[config.mk]
export PLATFORM = sky130hd
export DESIGN_NAME = l2cache_req_arb_np_flat
export DESIGN_NICKNAME = d
export VERILOG_FILES = /design/src/rtl/l2cache_req_arb_np_if.sv /design/src/rtl/l2cache_req_arb_np.sv /design/src/flat_wrapper.sv
export SDC_FILE = /design/constraint.sdc
export NUM_CORES = 1
export LEC_CHECK = 0
export ABC_AREA = 1
export CAP_MARGIN = 20
export CORE_ASPECT_RATIO = 0.7
export CORE_MARGIN = 5
export CORE_UTILIZATION = 30
export DETAILED_ROUTE_END_ITERATION = 12
export PLACE_DENSITY_LB_ADDON = 0.15
export SYNTH_ARGS = -nofsm -noshare
export SYNTH_HDL_FRONTEND = slang
export SYNTH_SLANG_ARGS = --single-unit
[constraint.sdc]
create_clock -name clk -period 3.75 [get_ports clk]
set_input_delay 0.5625 -clock clk [delete_from_list [all_inputs] [get_ports clk]]
set_output_delay 0.5625 -clock clk [all_outputs]
set_load 0.03 [all_outputs]
[src/rtl/l2cache_req_arb_np_if.sv]
// L2 request channel bundle: NPORTS upstream valid/retry ports plus one arbitrated downstream port.
// Pure wiring, no latency.
// Retry flows opposite to valid on every channel; master = requesters/consumer side, slave = arbiter.
interface l2cache_req_arb_np_if #(
    parameter int NPORTS = 4,
    parameter int REQ_W  = 36
);
    localparam int PW = (NPORTS > 1) ? $clog2(NPORTS) : 1;

    logic [NPORTS-1:0]       in_req_valid;
    logic [NPORTS-1:0]       in_req_retry;
    logic [NPORTS*REQ_W-1:0] in_req;
    logic                    out_req_valid;
    logic                    out_req_retry;
    logic [REQ_W-1:0]        out_req;
    logic [PW-1:0]           out_req_port;

    modport master (
        output in_req_valid, in_req, out_req_retry,
        input  in_req_retry, out_req_valid, out_req, out_req_port
    );

    modport slave (
        input  in_req_valid, in_req, out_req_retry,
        output in_req_retry, out_req_valid, out_req, out_req_port
    );
endinterface

[src/rtl/l2cache_req_arb_np.sv]
// N-port L2 request front end: per-port DEPTH FIFOs, round-robin arbiter, registered output, stats.
// Latency 2 cycles from input accept to out_req_valid; 1 request/cycle when downstream never retries.
// Backpressure: in_req_retry[i] when port FIFO is full (registered); output holds while out_req_retry.
module l2cache_req_arb_np #(
    parameter int NPORTS = 4,
    parameter int REQ_W  = 36,
    parameter int DEPTH  = 2,
    parameter int CNT_W  = 7
) (
    input  logic                 clk,
    input  logic                 reset,
    l2cache_req_arb_np_if.slave  bus,
    output logic [CNT_W-1:0]     stats_ngrant,
    output logic [CNT_W-1:0]     stats_nstall
);
    localparam int PW = (NPORTS > 1) ? $clog2(NPORTS) : 1;
    localparam int AW = (DEPTH > 1) ? $clog2(DEPTH) : 1;
    localparam logic [AW:0] FULL = (AW+1)'(DEPTH);

    logic [REQ_W-1:0]  mem [NPORTS][DEPTH];
    logic [AW-1:0]     wr_ptr [NPORTS];
    logic [AW-1:0]     rd_ptr [NPORTS];
    logic [AW:0]       cnt    [NPORTS];
    logic [NPORTS-1:0] full;
    logic [NPORTS-1:0] push;
    logic [NPORTS-1:0] pop;
    logic [NPORTS-1:0] cand;

    logic              any;
    logic [PW-1:0]     rr;
    logic [PW-1:0]     winner;
    logic [PW-1:0]     idx_p;
    logic              load;

    logic              out_valid;
    logic [REQ_W-1:0]  out_dat;
    logic [PW-1:0]     out_port;

    assign bus.in_req_retry  = full;
    assign bus.out_req_valid = out_valid;
    assign bus.out_req       = out_dat;
    assign bus.out_req_port  = out_port;

    // Output register refills whenever it is empty or being consumed this edge.
    assign load = !out_valid || !bus.out_req_retry;

    // Per-port full/push/pop decode; retry comes from registered count only, so no bypass.
    always_comb begin
        full = '0;
        push = '0;
        pop  = '0;
        cand = '0;
        for (int i = 0; i < NPORTS; i++) begin
            full[i] = (cnt[i] == FULL);
            push[i] = bus.in_req_valid[i] && !full[i];
            cand[i] = (cnt[i] != '0);
            pop[i]  = load && any && (winner == PW'(i));
        end
    end

    // Round-robin scan starting one past the last winner.
    always_comb begin
        any    = 1'b0;
        winner = rr;
        idx_p  = '0;
        for (int k = 1; k <= NPORTS; k++) begin
            idx_p = PW'((int'(rr) + k) % NPORTS);
            if (!any && cand[idx_p]) begin
                any    = 1'b1;
                winner = idx_p;
            end
        end
    end

    // FIFO storage; contents are don't-care until pointers say otherwise, so no reset.
    always_ff @(posedge clk) begin
        for (int i = 0; i < NPORTS; i++) begin
            if (push[i]) begin
                mem[i][wr_ptr[i]] <= bus.in_req[i*REQ_W +: REQ_W];
            end
        end
    end

    // FIFO pointers and occupancy; push+pop together leaves count unchanged.
    always_ff @(posedge clk or posedge reset) begin
        if (reset) begin
            for (int i = 0; i < NPORTS; i++) begin
                wr_ptr[i] <= '0;
                rd_ptr[i] <= '0;
                cnt[i]    <= '0;
            end
        end else begin
            for (int i = 0; i < NPORTS; i++) begin
                if (push[i]) wr_ptr[i] <= wr_ptr[i] + AW'(1);
                if (pop[i])  rd_ptr[i] <= rd_ptr[i] + AW'(1);
                case ({push[i], pop[i]})
                    2'b10:   cnt[i] <= cnt[i] + (AW+1)'(1);
                    2'b01:   cnt[i] <= cnt[i] - (AW+1)'(1);
                    default: cnt[i] <= cnt[i];
                endcase
            end
        end
    end

    // Output register and RR pointer; payload/port held while stalled or idle.
    always_ff @(posedge clk or posedge reset) begin
        if (reset) begin
            out_valid <= 1'b0;
            out_dat   <= '0;
            out_port  <= '0;
            rr        <= PW'(NPORTS - 1);
        end else if (load) begin
            out_valid <= any;
            if (any) begin
                out_dat  <= mem[winner][rd_ptr[winner]];
                out_port <= winner;
                rr       <= winner;
            end
        end
    end

    // Grant counter wraps; stall counter saturates.
    always_ff @(posedge clk or posedge reset) begin
        if (reset) begin
            stats_ngrant <= '0;
            stats_nstall <= '0;
        end else begin
            if (out_valid && !bus.out_req_retry) begin
                stats_ngrant <= stats_ngrant + CNT_W'(1);
            end
            if (out_valid && bus.out_req_retry && (stats_nstall != '1)) begin
                stats_nstall <= stats_nstall + CNT_W'(1);
            end
        end
    end
endmodule

[src/flat_wrapper.sv]
// flat-port wrapper written by rule: the top's interface ports become plain ports
module l2cache_req_arb_np_flat 
#(
    parameter int NPORTS = 4,
    parameter int REQ_W  = 36,
    parameter int DEPTH  = 2,
    parameter int CNT_W  = 7
)
  (clk, reset, stats_ngrant, stats_nstall, bus_in_req_valid, bus_in_req, bus_out_req_retry, bus_in_req_retry, bus_out_req_valid, bus_out_req, bus_out_req_port);
  l2cache_req_arb_np_if #(.NPORTS(NPORTS), .REQ_W(REQ_W)) bus_i ();
  input  logic clk;
  input  logic reset;
  output logic [CNT_W-1:0] stats_ngrant;
  output logic [CNT_W-1:0] stats_nstall;
  input wire logic [$bits(bus_i.in_req_valid)-1:0] bus_in_req_valid;
  input wire logic [$bits(bus_i.in_req)-1:0] bus_in_req;
  input wire logic [$bits(bus_i.out_req_retry)-1:0] bus_out_req_retry;
  output wire logic [$bits(bus_i.in_req_retry)-1:0] bus_in_req_retry;
  output wire logic [$bits(bus_i.out_req_valid)-1:0] bus_out_req_valid;
  output wire logic [$bits(bus_i.out_req)-1:0] bus_out_req;
  output wire logic [$bits(bus_i.out_req_port)-1:0] bus_out_req_port;
  assign bus_i.in_req_valid = bus_in_req_valid;
  assign bus_i.in_req = bus_in_req;
  assign bus_i.out_req_retry = bus_out_req_retry;
  assign bus_in_req_retry = bus_i.in_req_retry;
  assign bus_out_req_valid = bus_i.out_req_valid;
  assign bus_out_req = bus_i.out_req;
  assign bus_out_req_port = bus_i.out_req_port;
  l2cache_req_arb_np #(.NPORTS(NPORTS), .REQ_W(REQ_W), .DEPTH(DEPTH), .CNT_W(CNT_W)) u_core (.clk(clk), .reset(reset), .bus(bus_i), .stats_ngrant(stats_ngrant), .stats_nstall(stats_nstall));
endmodule
==> results of run 1 <==
[area by class of cell]
| class | count | area (um^2) |
|---|---|---|
| flip-flops and latches | 359 | 10400 |
| multi-input cells | 852 | 3990 |
| inverters | 34 | 133 |
| clock buffers | 62 | 1110 |
| fillers | 4783 | 30200 |
| repair buffers | 233 | 2330 |
| clock inverters | 11 | 140 |
| well taps | 665 | 832 |
[synth_stat cells, drive strengths merged]
library cell	n
dfrtp	69
mux2	1
edfxtp	288
ha	6
nor3	3
o21ai	15
nor2	22
nor3b	1
clkbuf	11
nand3	309
xnor2	7
nand2	460
dfstp	2
xor2	19
a21oi	5
nand4	3
a31oi	1
inv	34
buf	61
[flip-flops by register name (all words and copies together), names as in the netlist]
signal	flops
u_core.bus.out_req	36
u_core.bus.out_req_port	2
u_core.bus.out_req_valid	1
u_core.cnt	8
u_core.mem	288
u_core.rd_ptr	4
u_core.rr	2
u_core.stats_ngrant	7
u_core.stats_nstall	7
u_core.wr_ptr	4
[metrics by stage]
| step | cells | setup WS [ps] | utilization (%) |
|---|---|---|---|
| 2_1_floorplan | 1317 | 1040 | - |
| 3_3_place_gp | 2143 | 733 | 36.0 |
| 3_5_place_dp | 2143 | 665 | 36.0 |
| 4_1_cts | 2216 | 650 | 38.6 |
| 5_1_grt | 2216 | 370 | 38.6 |
| 6_report | 2216 | 656 | 38.6 |
[per-layer routing]
layer	GRT usage (%)	vias to the layer above	routed length, um
li1	-	4957	-
met1	24.7	5057	22600
met2	25.7	310	20300
met3	3.53	59	2710
met4	2.94	0	657
met5	0	-	0
[logic make-up (layout without fill, tap and decap cells)]
logic type / Yosys count / after routing
AOI/OAI and AO/OA: 21 / 21
xor gates and xnor gates: 26 / 26
adders and majority gates: 6 / 6
buffers and inverters: 106 / 340
DFF: 359 / 359
muxes: 1 / 1
and+or+nand+nor: 798 / 798
[worst paths after layout]
check | start | endpoint | slack [ps] | cells past startpoint
setup reg to reg | u_core.rr[0] | u_core.bus.out_req[35] | 660 | 14
min in group asynchronous | reset | u_core.rd_ptr[3] | 580 | 2
max in group asynchronous | reset | u_core.bus.out_req[14] | 2360 | 3
hold / removal | u_core.stats_ngrant[6] | u_core.stats_ngrant[6] | 470 | 1
setup / recovery | u_core.rr[0] | u_core.bus.out_req[35] | 660 | 14
hold reg to reg | u_core.stats_ngrant[6] | u_core.stats_ngrant[6] | 470 | 1
[critical path, delay by kind of cell (launching register included)]
family / cells / cell delay [ps]
buf+inv: 2 / 620
flops: 1 / 670
simple gates: 12 / 1620
==> results.json, run 1 <==
{
  "crit_type": "register to register",
  "cts_tree": "built",
  "fin_tns_setup_ps": 0,
  "dr.pass1.iters": 5,
  "crit_slowest_cell": "dfstp_2",
  "synth_top_family_by_area": "simple AND/OR/NAND/NOR gates",
  "ys_ff_latch": 359,
  "yosys_warnings": 0,
  "numCtsBuffers": 40,
  "first_iter_violations": 838,
  "netlist_area_um2": 14900,
  "via_count": 10383,
  "cts_resized": 0,
  "crit_fanout": 46,
  "critical_path.cell_chain": "inv_4 > nand2_1 > nand2_2 > nand2_1 > nand2_4 > nand3_4 > nand3_1 > nand2_4 > buf_4 > nand3_1 > nand2_1 > nand2_1 > nand3_1 > nand2_1",
  "synth-simple-area-share_pct": 23.4,
  "yosys.area.top_type": "edfxtp_1",
  "period_share_pct": 82.5,
  "synth_mux_area_share_pct": 0.0756,
  "layout_common_cells": "nand2_1, nand3_1, edfxtp_1",
  "grt_pass1_wl_mm": 68.9,
  "hold_viol": 0,
  "hp-class": "register to register",
  "initial_core_util_pct": 30.3,
  "drt-vias-per-instance": 4.69,
  "clk_pin_slew_ps": 60,
  "worst_pin_slew_ps": 1040,
  "grt_remaining_overflow": 0,
  "wl_mm": 46.3,
  "critical_path.endpoint_type": "register",
  "post-route-drc-count": 0,
  "syn_area_per_cell_um2": 11.3,
  "drv_slew": 0,
  "grt_use_total_pct": 16.7,
  "whs_ps": 473,
  "diodes": 0,
  "setup_viol": 0,
  "grt_max_degree": 73,
  "crit_arrival_ps": 3500,
  "status": "finished, final reports clean",
  "max_freq_mhz": 323,
  "wl_per_cell_um": 20.9,
  "synth_compound_area_share_pct": 0.714,
  "place_hpwl_mm": 28.0,
  "rows": 68,
  "syn_inst": 1317,
  "dieWidth_um": 276,
  "syn-num-nets": 1474,
  "cts_hold_buf": 0,
  "clockBufferDepth": 3,
  "portBuffers": 207,
  "drv_cap": 0,
  "cp_common_cell": "nand2_1",
  "fin_nets": 1677,
  "drtAntennaViolNets": 0,
  "final_area_um2": 19000,
  "clk_latency_ps": 540,
  "start_kind": "register",
  "routabilityCongestion": 0.795,
  "drive_gt1_share_pct": 7.09,
  "chipHeight_um": 196,
  "fin_skew_ps": 21.9,
  "post_cts_buffers": 0,
  "final_common_cell": "nand2_1",
  "critical_path.max_stage_delay_ps": 670,
  "core_area_um2": 49200,
  "synth_cell_type_count": 30,
  "clock_sinks": 359,
  "synth_fa_ha_area_share_pct": 0.504,
  "cts_root_buf": "clkbuf_16",
  "htree_levels": 2,
  "die_area_um2": 54300,
  "grt_pass1_vias": 10409,
  "antenna_found_initial": 1,
  "yosysTopAreaCellShare_pct": 58.1,
  "place_area_um2": 17700,
  "rsz0062_at_grt": "no",
  "area_growth_pct": 27.3,
  "synth_area_leaders": "edfxtp_1, dfrtp_1, nand2_1",
  "io_pins": 208,
  "period_minus_slack_ps": 3090,
  "crit_required_ps": 4160,
  "synth_xor_area_share_pct": 1.53,
  "ys_seq_area_share_pct": 70.0,
  "max_slew_margin_pct": 30.7
}
Power of run 1 is left out: the tool's default activity adds up to more than one toggle a clock period on the data nets, which glitch-free logic cannot reach.
==> run 2, diff against run 1 <==
clock period = 3.1 ns   (was 3.75 ns; I/O delays follow)
==> run 2 against run 1 <==
Net effect: via count up 1.6%; sequential cell count is the same; hold slack got worse by 91 ps; sequential share of layout area decreased by 0.28 points; clock-buffer cell count decreased by 4; fmax grew 11%; wire length is 1.2% higher; highest routed layer is now met5.
==> results.json, run 2 (same netlist as run 1, synthesis figures left out) <==
{
  "status": "finished, final reports clean",
  "drt-vias-per-instance": 4.75,
  "grt_max_degree": 72,
  "cts_tree": "built",
  "cp_common_cell": "nand2_1",
  "cts_hold_buf": 0,
  "rsz0062_at_grt": "no",
  "rows": 68,
  "portBuffers": 207,
  "crit_type": "register to register",
  "grt_pass1_vias": 10533,
  "antenna_found_initial": 1,
  "dr.pass1.iters": 5,
  "period_minus_slack_ps": 2780,
  "start_kind": "register",
  "grtUsageMet3_pct": 2.79,
  "area_growth_pct": 28.0,
  "chipHeight_um": 196,
  "clock_sinks": 359,
  "worst_pin_slew_ps": 1010,
  "wl_per_cell_um": 21.1,
  "fin_skew_ps": 24.7,
  "drv_slew": 0,
  "critical_path.cell_chain": "inv_4 > nand2_1 > nand2_2 > nand3_1 > nand2_2 > nand4_1 > buf_4 > nand3_2 > nand2_1 > nand2_1 > nand2_4 > buf_12 > nand2_1 > nand3_1 > nand2_1",
  "fin_tns_setup_ps": 0,
  "grt_remaining_overflow": 0,
  "final_common_cell": "nand2_1",
  "diodes": 0,
  "post-route-drc-count": 0,
  "crit_slowest_cell": "dfstp_2",
  "fin_nets": 1685,
  "clk_latency_ps": 540,
  "initial_core_util_pct": 30.3,
  "numCtsBuffers": 39,
  "max_freq_mhz": 359,
  "setup_viol": 0,
  "crit_required_ps": 3510,
  "clockBufferDepth": 3,
  "routabilityCongestion": 0.815,
  "drv_cap": 0,
  "via_count": 10554,
  "crit_arrival_ps": 3200,
  "htree_levels": 2,
  "largest_reg_flops": 288,
  "drtAntennaViolNets": 0,
  "hold_viol": 0,
  "max_slew_margin_pct": 31.7,
  "post_cts_buffers": 0,
  "dieWidth_um": 276,
  "busiest_layer": "met2",
  "die_area_um2": 54300,
  "hp-class": "primary input to async pin",
  "place_hpwl_mm": 29.4,
  "grt_util_met2_pct": 26.4,
  "cts_resized": 0,
  "drive_gt1_share_pct": 7.57,
  "first_iter_violations": 955,
  "cts_root_buf": "clkbuf_16",
  "io_pins": 208,
  "cp_top_family": "simple AND/OR/NAND/NOR gates",
  "critPathBufInv": 3,
  "clk_pin_slew_ps": 70,
  "wl_mm": 46.9,
  "critical_path.endpoint_type": "register",
  "grt_use_met1_pct": 25.1,
  "core_area_um2": 49200,
  "grt_use_total_pct": 16.8,
  "critical_path.max_stage_delay_ps": 670,
  "layout_common_cells": "nand2_1, nand3_1, edfxtp_1",
  "grt_pass1_wl_mm": 69.5,
  "crit_fanout": 23,
  "period_share_pct": 89.8
}
## run 2: worst min-delay path: stages
cell,delay [ps]
clkdlybuf4s50_1,440
inv_4,70
buf_12,350
## run 2: metrics by stage
step / util (%) / cells / cell area, um^2 / hold WS [ps] / worst slack, ps
floorplan: - / 1317 / 14900 / 459 / 483
global placement: 36.3 / 2152 / 17800 / 465 / 394
detailed placement: 36.3 / 2152 / 17800 / 456 / 345
CTS: 38.8 / 2223 / 19100 / 394 / 322
global route: 38.8 / 2223 / 19100 / 424 / 12.2
finish: 38.8 / 2223 / 19100 / 382 / 315
## run 2: cell type report
class,instances,area [um^2]
clock buffers,58,1100
repair buffers,242,2450
fillers,4817,30100
flip-flops and latches,359,10400
multi-input cells,852,3990
inverters,34,133
clock inverters,13,133
well taps,665,832
## run 2: final timing paths
check / startpoint / endpoint / slack [ps] / cells past startpoint
setup / recovery: u_core.rr[0] / u_core.bus.out_req[27] / 320 / 15
hold / removal: reset / u_core.stats_ngrant[4] / 380 / 3
setup reg to reg: u_core.rr[0] / u_core.bus.out_req[27] / 320 / 15
hold reg to reg: u_core.stats_ngrant[6] / u_core.stats_ngrant[6] / 470 / 1
max in group asynchronous: reset / u_core.bus.out_req[7] / 2330 / 3
min in group clk: u_core.stats_ngrant[6] / u_core.stats_ngrant[6] / 470 / 1
## run 2: metal layers
layer	wire, um	vias to the layer above	part of all wire (%)
met2	20900	410	45
met4	594	2	1.3
li1	-	4966	-
met5	13	-	0.028
met1	22200	5132	47
met3	3120	44	6.6
Power of run 2 is left out for the same reason.
==> run 3, diff against run 2 <==
GPL_TIMING_DRIVEN = 0   (was default)
==> run 3 against run 2 <==
Net effect: setup slack worse by 100 ps; core utilization is 0.59 points higher; final area rose by 1.5%; via count is 2.9% higher; largest cell class unchanged; clock-buffer cell count decreased by 5; sequential share of layout area is 0.82 points lower; critical path depth did not move; wire length up 7.2%; final cell count rose by 1.9%; hold slack lost 100 ps; non-clock buffer count grew 44; sequential cell count unchanged.
==> results.json, run 3 (same netlist as run 1, synthesis figures left out) <==
{
  "rsz0062_at_grt": "no",
  "crit_required_ps": 3520,
  "htree_levels": 2,
  "core_area_um2": 49200,
  "utilization_pct": 39.4,
  "status": "finished, final reports clean",
  "rows": 68,
  "routabilityCongestion": 0.805,
  "post-route-drc-count": 0,
  "drv_cap": 0,
  "initial_core_util_pct": 30.3,
  "wl_per_cell_um": 22.2,
  "max_freq_mhz": 346,
  "dieWidth_um": 276,
  "clk_pin_slew_ps": 60,
  "grt_max_degree": 48,
  "dr.pass1.iters": 5,
  "clockBufferDepth": 3,
  "diodes": 0,
  "wl_met3_mm": 3.63,
  "hold_viol": 0,
  "routedLengthMet1_mm": 23.9,
  "start_kind": "register",
  "r2r_start": "u_core.rr[0]",
  "worst_pin_slew_ps": 956,
  "period_share_pct": 93.1,
  "cts_tree": "built",
  "setup_viol": 0,
  "r2r_end": "u_core.bus.out_req[32]",
  "crit_arrival_ps": 3300,
  "met2_length_mm": 21.9,
  "grt_remaining_overflow": 0,
  "io_pins": 208,
  "period_minus_slack_ps": 2890,
  "grt_pass1_wl_mm": 73.3,
  "wl_mm": 50.3,
  "largest_reg_flops": 288,
  "drive_gt1_share_pct": 9.74,
  "via_count": 10864,
  "cts_hold_buf": 0,
  "grt_pass1_vias": 11036,
  "fin_nets": 1729,
  "chipHeight_um": 196,
  "fin_skew_ps": 8.75,
  "crit_fanout": 10,
  "grt_use_total_pct": 18.1,
  "drv_slew": 0,
  "clk_latency_ps": 530,
  "final_common_cell": "nand2_1",
  "cts_root_buf": "clkbuf_16",
  "drtAntennaViolNets": 0,
  "place_hpwl_mm": 35.0,
  "numCtsBuffers": 39,
  "clock_sinks": 359,
  "max_slew_margin_pct": 35.6,
  "drt-vias-per-instance": 4.79,
  "layout_common_cells": "nand2_1, nand3_1, edfxtp_1",
  "area_growth_pct": 29.9,
  "die_area_um2": 54300,
  "hp-class": "primary input to async pin",
  "crit_type": "register to register",
  "r2r_slack_ps": 210,
  "first_iter_violations": 881,
  "reg2reg_depth": 15,
  "critical_path.endpoint_type": "register",
  "portBuffers": 207,
  "whs_ps": 282,
  "antenna_found_initial": 0,
  "topRoutingLayerUsed": "met4"
}
run 3: changes by cell type in the layout (fill, tap and decap cells not counted), sizes merged:
cell	delta
buf	+32
clkbuf	+7
clkinv	+3
clkinvlp	+1
run 3: per-stage QoR:
stage | instances | area, um^2 | TNS [ps] | setup WS [ps]
2_1_floorplan | 1317 | 14900 | 0 | 483
3_3_place_gp | 2189 | 17800 | -585260 | -1920
3_5_place_dp | 2198 | 18100 | -1070 | -360
4_1_cts | 2267 | 19300 | 0 | 2.94
5_1_grt | 2266 | 19400 | 0 | 6.73
6_report | 2266 | 19400 | 0 | 214
run 3: worst max path at each step:
stage	from	depth (start not counted)	end
floorplan	bus_in_req_valid[1]	2	u_core.mem[1][0]
global placement	bus_in_req_valid[1]	3	u_core.mem[1][58]
detailed placement	u_core.rr[0]	16	u_core.cnt[5]
CTS	u_core.rr[0]	17	u_core.cnt[3]
global route	u_core.rr[0]	17	u_core.cnt[7]
finish	u_core.rr[0]	15	u_core.bus.out_req[32]
run 3: worst max-delay path, cell delays in order (launching register included):
cell	delay [ps]
dfstp_2	520
buf_6	150
inv_4	80
nand2_1	110
nand3_1	100
nand2_2	170
nand3_4	140
nand2_4	230
nand2_4	180
nand2_1	140
nand3_1	100
nand2_2	310
buf_6	230
nand2_1	80
nand3_1	150
nand2_1	70
run 3: cell type report:
| type | instances | area [um^2] |
|---|---|---|
| Buffer | 69 | 443 |
| Clock buffer | 53 | 1100 |
| Clock inverter | 17 | 156 |
| Fill cell | 4865 | 29800 |
| Inverter | 34 | 133 |
| Multi-Input combinational cell | 852 | 3990 |
| Sequential cell | 359 | 10400 |
| Tap cell | 665 | 832 |
| Timing Repair Buffer | 217 | 2270 |
run 3: repair_timing:
| item | 4_1_cts | 5_1_grt |
|---|---|---|
| setup endpoints to repair | 6 | 5 |
| pin swaps | 0 | 1 |
| cloned | 0 | 0 |
| setup buffers | 0 | 1 |
| resized for setup | 3 | 9 |
| hold endpoints to repair | 0 | 0 |
run 3: metal layers:
metal	up-vias	GRT usage (%)
li1	5051	-
met1	5368	27.1
met2	383	27.7
met3	62	3.60
met4	0	3.68
met5	-	0
Power of run 3 is left out for the same reason.
